--- config.mk ---
export PLATFORM = sky130hd
export DESIGN_NAME = pipe_stall_ctrl_flat
export DESIGN_NICKNAME = d
export VERILOG_FILES = /design/src/rtl/pipe_stall_ctrl_if.sv /design/src/rtl/pipe_stall_ctrl.sv /design/src/flat_wrapper.sv
export SDC_FILE = /design/constraint.sdc
export NUM_CORES = 1
export LEC_CHECK = 0
export ABC_AREA = 0
export ABC_CLOCK_PERIOD_IN_PS = 3000
export BUFFER_PORTS_ARGS = -buffer_cell sky130_fd_sc_hd__buf_2
export CORE_MARGIN = 10
export CORE_UTILIZATION = 50
export CTS_CLUSTER_DIAMETER = 120
export CTS_CLUSTER_SIZE = 8
export DETAILED_ROUTE_END_ITERATION = 10
export GPL_ROUTABILITY_DRIVEN = 0
export PLACE_DENSITY = 0.73
export SLEW_MARGIN = 15
export SYNTH_ARGS = -nofsm -noshare
export SYNTH_HDL_FRONTEND = slang
export SYNTH_SLANG_ARGS = --single-unit
--- constraint.sdc ---
create_clock -name clk -period 3 [get_ports clk]
set_input_delay 0.75 -clock clk [delete_from_list [all_inputs] [get_ports clk]]
set_output_delay 0.75 -clock clk [all_outputs]
set_load 0.05 [all_outputs]
--- src/rtl/pipe_stall_ctrl_if.sv ---
// rtl/pipe_stall_ctrl_if.sv - stall request / stall vector bundle for the pipeline sequencer
// Master drives the per-stage requests; the stall controller is the slave.
interface pipe_stall_ctrl_if #(
  parameter int MC_LEN_W = 6,
  parameter int CNT_W    = 32
);
  logic                stallreq_if;
  logic                stallreq_id;
  logic                stallreq_ex;
  logic                stallreq_mem;
  logic                flush;
  logic                ex_mc_start;
  logic [MC_LEN_W-1:0] ex_mc_len;
  logic                perf_clr;
  logic [5:0]          stall;
  logic                ex_mc_busy;
  logic                ex_mc_done;
  logic                wdog_err;
  logic [CNT_W-1:0]    stall_cycles;

  modport master (
    output stallreq_if, stallreq_id, stallreq_ex, stallreq_mem, flush,
           ex_mc_start, ex_mc_len, perf_clr,
    input  stall, ex_mc_busy, ex_mc_done, wdog_err, stall_cycles
  );

  modport slave (
    input  stallreq_if, stallreq_id, stallreq_ex, stallreq_mem, flush,
           ex_mc_start, ex_mc_len, perf_clr,
    output stall, ex_mc_busy, ex_mc_done, wdog_err, stall_cycles
  );
endinterface

--- src/rtl/pipe_stall_ctrl.sv ---
// rtl/pipe_stall_ctrl.sv - stall/flush sequencer for the 6-stage pipeline
// Merges stage stall requests, sequences multi-cycle EX ops, watchdogs long stalls.
module pipe_stall_ctrl #(
  parameter int MC_LEN_W   = 6,
  parameter int WDOG_LIMIT = 1024,
  parameter int WDOG_W     = 11,
  parameter int CNT_W      = 32
) (
  input  logic                   clk,
  input  logic                   rst,
  pipe_stall_ctrl_if.slave       bus
);

  typedef enum logic [1:0] {
    ST_IDLE = 2'd0,
    ST_BUSY = 2'd1,
    ST_DONE = 2'd2
  } state_t;

  localparam logic [WDOG_W-1:0]   LP_WDOG_LIM = WDOG_W'(WDOG_LIMIT);
  localparam logic [MC_LEN_W-1:0] LP_ONE      = MC_LEN_W'(1);
  localparam logic [CNT_W-1:0]    LP_CNT_MAX  = '1;

  state_t              r_state;
  state_t              w_state_nxt;
  logic [MC_LEN_W-1:0] r_cnt;
  logic [MC_LEN_W-1:0] w_cnt_nxt;
  logic                w_ex_req;
  logic [5:0]          w_stall;
  logic [WDOG_W-1:0]   r_wdog_cnt;
  logic [WDOG_W-1:0]   w_wdog_nxt;
  logic                r_wdog_err;
  logic [CNT_W-1:0]    r_stall_cycles;

  always_ff @(posedge clk or posedge rst) begin
    if (rst) begin
      r_state <= ST_IDLE;
      r_cnt   <= '0;
    end else begin
      r_state <= w_state_nxt;
      r_cnt   <= w_cnt_nxt;
    end
  end

  // Flush overrides every state and drops a same-cycle start.
  always_comb begin
    w_state_nxt = r_state;
    w_cnt_nxt   = r_cnt;
    if (bus.flush) begin
      w_state_nxt = ST_IDLE;
      w_cnt_nxt   = '0;
    end else begin
      case (r_state)
        ST_IDLE: begin
          if (bus.ex_mc_start) begin
            w_state_nxt = ST_BUSY;
            w_cnt_nxt   = (bus.ex_mc_len == '0) ? LP_ONE : bus.ex_mc_len;
          end
        end
        ST_BUSY: begin
          if (r_cnt <= LP_ONE) begin
            w_state_nxt = ST_DONE;
            w_cnt_nxt   = '0;
          end else begin
            w_cnt_nxt = r_cnt - LP_ONE;
          end
        end
        ST_DONE: begin
          if (!bus.stallreq_mem) begin
            w_state_nxt = ST_IDLE;
          end
        end
        default: begin
          w_state_nxt = ST_IDLE;
          w_cnt_nxt   = '0;
        end
      endcase
    end
  end

  always_comb begin
    w_ex_req = bus.stallreq_ex
             | ((r_state == ST_IDLE) & bus.ex_mc_start)
             | (r_state == ST_BUSY);
    w_stall  = 6'b000000;
    if (rst || bus.flush) begin
      w_stall = 6'b000000;
    end else if (bus.stallreq_mem) begin
      w_stall = 6'b011111;
    end else if (w_ex_req) begin
      w_stall = 6'b001111;
    end else if (bus.stallreq_id) begin
      w_stall = 6'b000111;
    end else if (bus.stallreq_if) begin
      w_stall = 6'b000011;
    end
  end

  // Watchdog run length saturates at the limit so the width only needs to hold it.
  always_comb begin
    w_wdog_nxt = '0;
    if (w_stall[0]) begin
      w_wdog_nxt = (r_wdog_cnt == LP_WDOG_LIM) ? r_wdog_cnt : r_wdog_cnt + WDOG_W'(1);
    end
  end

  always_ff @(posedge clk or posedge rst) begin
    if (rst) begin
      r_wdog_cnt     <= '0;
      r_wdog_err     <= 1'b0;
      r_stall_cycles <= '0;
    end else begin
      r_wdog_cnt <= w_wdog_nxt;
      r_wdog_err <= r_wdog_err | (w_wdog_nxt == LP_WDOG_LIM);
      if (bus.perf_clr) begin
        r_stall_cycles <= '0;
      end else if (w_stall[0] && (r_stall_cycles != LP_CNT_MAX)) begin
        r_stall_cycles <= r_stall_cycles + CNT_W'(1);
      end
    end
  end

  assign bus.stall        = w_stall;
  assign bus.ex_mc_busy   = (r_state == ST_BUSY);
  assign bus.ex_mc_done   = (r_state == ST_DONE);
  assign bus.wdog_err     = r_wdog_err;
  assign bus.stall_cycles = r_stall_cycles;

endmodule

--- src/flat_wrapper.sv ---
// flat-port wrapper written by rule: the top's interface ports become plain ports
module pipe_stall_ctrl_flat 
#(
  parameter int MC_LEN_W   = 6,
  parameter int WDOG_LIMIT = 1024,
  parameter int WDOG_W     = 11,
  parameter int CNT_W      = 32
)
  (clk, rst, bus_stallreq_if, bus_stallreq_id, bus_stallreq_ex, bus_stallreq_mem, bus_flush, bus_ex_mc_start, bus_ex_mc_len, bus_perf_clr, bus_stall, bus_ex_mc_busy, bus_ex_mc_done, bus_wdog_err, bus_stall_cycles);
  pipe_stall_ctrl_if #(.MC_LEN_W(MC_LEN_W), .CNT_W(CNT_W)) bus_i ();
  input  logic clk;
  input  logic rst;
  input wire logic [$bits(bus_i.stallreq_if)-1:0] bus_stallreq_if;
  input wire logic [$bits(bus_i.stallreq_id)-1:0] bus_stallreq_id;
  input wire logic [$bits(bus_i.stallreq_ex)-1:0] bus_stallreq_ex;
  input wire logic [$bits(bus_i.stallreq_mem)-1:0] bus_stallreq_mem;
  input wire logic [$bits(bus_i.flush)-1:0] bus_flush;
  input wire logic [$bits(bus_i.ex_mc_start)-1:0] bus_ex_mc_start;
  input wire logic [$bits(bus_i.ex_mc_len)-1:0] bus_ex_mc_len;
  input wire logic [$bits(bus_i.perf_clr)-1:0] bus_perf_clr;
  output wire logic [$bits(bus_i.stall)-1:0] bus_stall;
  output wire logic [$bits(bus_i.ex_mc_busy)-1:0] bus_ex_mc_busy;
  output wire logic [$bits(bus_i.ex_mc_done)-1:0] bus_ex_mc_done;
  output wire logic [$bits(bus_i.wdog_err)-1:0] bus_wdog_err;
  output wire logic [$bits(bus_i.stall_cycles)-1:0] bus_stall_cycles;
  assign bus_i.stallreq_if = bus_stallreq_if;
  assign bus_i.stallreq_id = bus_stallreq_id;
  assign bus_i.stallreq_ex = bus_stallreq_ex;
  assign bus_i.stallreq_mem = bus_stallreq_mem;
  assign bus_i.flush = bus_flush;
  assign bus_i.ex_mc_start = bus_ex_mc_start;
  assign bus_i.ex_mc_len = bus_ex_mc_len;
  assign bus_i.perf_clr = bus_perf_clr;
  assign bus_stall = bus_i.stall;
  assign bus_ex_mc_busy = bus_i.ex_mc_busy;
  assign bus_ex_mc_done = bus_i.ex_mc_done;
  assign bus_wdog_err = bus_i.wdog_err;
  assign bus_stall_cycles = bus_i.stall_cycles;
  pipe_stall_ctrl #(.MC_LEN_W(MC_LEN_W), .WDOG_LIMIT(WDOG_LIMIT), .WDOG_W(WDOG_W), .CNT_W(CNT_W)) u_core (.clk(clk), .rst(rst), .bus(bus_i));
endmodule
==> run summary <==
CP Cell Sequence - o21bai_2 > a311o_1 > inv_1 > buf_2
drt drc - 0
setup ws final - 0.316 ns
initial antenna violation count - 0
Reg power frac - 54.0%
Synth Instances - 349
total CTS buffers - 5
setup TNS - 0 ns
Fill cells - 542
Worst Tran Pin Value - 0.832 ns
most instantiated cells after synthesis - dfrtp_1, nor2_1, a21oi_1, nand2_1, or3_1
Max Fclk - 373 MHz
asr flop ratio synth - 100%
layout cell share with drive strength beyond 1 - 18.6%
FP Rows - 28
Synth top area share - 42.5%
PD cells - 396 nW/um^2
largest net degree at the start of global routing - 35
Worst slew margin - 44.6%
Top delay family on crit path - compound AO/OA/AOI/OAI gates
worst skew pair latency - 0.30 ns
TritonCTS clock tree - built
IO Port Bufs - 54
crit-path max FO - 7
First DRT Iteration DRCs - 115
Mapped Avg Cell Area - 8.78 sq um
outcome - completed
Final nets - 418
clk sinks - 52
grt ovf - 0
EDFF count, synth - 0
Core Region - 5920 sq um
setup bufs post-CTS - 0
Detail Route Antenna Nets - 0
number of global-route vias before repair - 2813
Total GRT Usage - 15.3%
Hold Crit Class - input port to asynchronous set/reset pin
die area - 9660 sq um
Worst path max stage delay - 0.43 ns
post-route clock period utilization - 89.5%
Die Ht - 98.3 microns
Crit-path slowest cell - dfrtp_1
clock skew - 0.0121 ns
die width - 98.3 microns
buffer and inverter count on the worst path - 2
Yosys warning total - 0
Top FF cell, synth - dfrtp_1
Fin. Hold Viols - 0
Synth area leader - dfrtp_1
Syn Std Cell Area - 3060 sq um
Int Pwr - 0.000973 W
Synth cell types - 49
Seq/Total Area, Yosys - 42.5%
Syn Nets - 369
root buffer cell - clkbuf_8
Initial Util - 51.8%
post-CTS sizing - 0
final-report max-slew violation count - 0
worst path arrival time - 1.93 ns
vias - 2796
wire length per cell - 16.1 microns
drt total wl - 7.60 mm
detailed placement HPWL - 5.64 mm
sw frac - 29.5%
Worst Path Required - 2.25 ns
Final setup violation count - 0
RSZ-0062 raised after global routing - no
Combinational Power Share - 18.7%
H-tree Lvls - 2
Critical Path Source Type - flip-flop
Crit Path Category - flip-flop to output port
first-pass GRT wire length - 12.9 mm
clock slew at reported path FFs - 0.09 ns
Clock power frac - 27.3%
DR pass1 iterations - 4
antenna cells - 0
pre-CTS WS - 0.257 ns
post-layout min period - 2.68 ns
most frequent cell after synthesis - dfrtp_1
hold buffers post-CTS - 0
Peak VDD IR - 0.000223 V
# IOs - 56
Max Cap Violations - 0
leakage - 1.51 nW
synth top area cells - dfrtp_1, a21oi_1, nor2_1
#FFs+latches synth - 52
CTS Buffer Depth - 2
Area growth, synth to finish - 13.8%
P_sw - 0.000407 W
crit end category - output port
DR vias/cell - 5.91
per-layer routing:
metal / vias to the layer above / share of wire [%] / routed length [microns] / GRT usage (%)
met3: 9 / 4.9 / 375 / 4.30
met1: 1355 / 46 / 3480 / 19.0
met5: - / 0 / 0 / 0
met2: 64 / 48 / 3660 / 25.3
li1: 1368 / - / - / -
met4: 0 / 1.1 / 81 / 4.41
power groups by stage:
stage / clock network (W) / registers (W) / logic [W]
after global placement: 0 / 0.000757 / 0.000253
after detailed placement: 0 / 0.000759 / 0.000257
final: 0.000377 / 0.000745 / 0.000257
after floorplan: 0 / 0.000760 / 0.000192
after CTS: 0.000393 / 0.000745 / 0.000259
after global routing: 0.000415 / 0.000750 / 0.000285
through the flow:
stage                     cell area [sq um]  hold slack (ns)  utilization (%)  instances  power, W
after CTS                              3490            0.389             58.9        473   0.00140
final                                  3490            0.386             58.9        473   0.00138
after global routing                   3490            0.409             58.9        473   0.00145
after global placement                 3410            0.446             57.6        466   0.00101
after floorplan                        3060            0.534                -        349  0.000952
after detailed placement               3410            0.453             57.6        466   0.00102
cell type report:
| cell class | count | area, sq um | area share, % |
|---|---|---|---|
| clock inverter | 1 | 5.00 | 0.143 |
| tap | 75 | 93.8 | 2.69 |
| clock buffer | 6 | 72.6 | 2.08 |
| timing repair buffer | 62 | 330 | 9.47 |
| multi-input combinational | 265 | 1640 | 47.0 |
| sequential | 52 | 1300 | 37.3 |
| inverter | 12 | 45.0 | 1.29 |
worst reg2reg max path, stage by stage, from the launching register on:
cell,delay (ns)
dfrtp_1,0.43
ha_1,0.21
nand2_1,0.10
or3_1,0.45
o31ai_4,0.71
buf_4,0.31
mux2i_1,0.19
nor2_1,0.05
logic make-up after synthesis:
family                   after synthesis  share of synthesized area, %
flip-flops                            52                          42.5
multiplexers                           5                          1.71
AO/OA/AOI/OAI                         81                          16.9
AND/OR/NAND/NOR                      153                          26.7
XOR/XNOR                              20                          5.72
other                                  1                         0.122
adder cells (fa/ha/maj)                5                          2.04
buffers and inverters                 32                          4.29
sequential cells by signal, indices dropped and copies added (netlist names):
register / flops
u_core.bus.stall_cycles: 32
u_core.bus.wdog_err: 1
u_core.r_cnt: 6
u_core.r_state: 2
u_core.r_wdog_cnt: 11
placed cells by master, fill, tap and decap left out, types with 4 or more instances in the layout:
master,n
a211oi_1,5
a21oi_1,28
and3_1,4
and4_1,6
buf_2,54
buf_4,8
clkbuf_8,5
dfrtp_1,52
ha_1,5
inv_1,11
nand2_1,22
nand3_1,16
nand4_1,11
nor2_1,36
nor2b_1,5
nor3_1,10
nor4_1,8
o21ai_0,18
o31ai_1,8
or3_1,19
or4_1,7
xnor2_1,12
xor2_1,8
final timing paths:
check	to	from	depth (start not counted)	slack, ns
setup reg to reg	u_core.bus.stall_cycles[1]	u_core.bus.stall_cycles[0]	7	0.42
max in group asynchronous	u_core.bus.stall_cycles[20]	rst	3	2.05
min in group clk	u_core.bus.wdog_err	u_core.bus.wdog_err	1	0.47
setup / recovery	bus_stall[1]	u_core.r_state[1]	4	0.32
hold reg to reg	u_core.bus.wdog_err	u_core.bus.wdog_err	1	0.47
hold / removal	u_core.r_wdog_cnt[6]	rst	2	0.39
(Power assumes the default switching activity.)
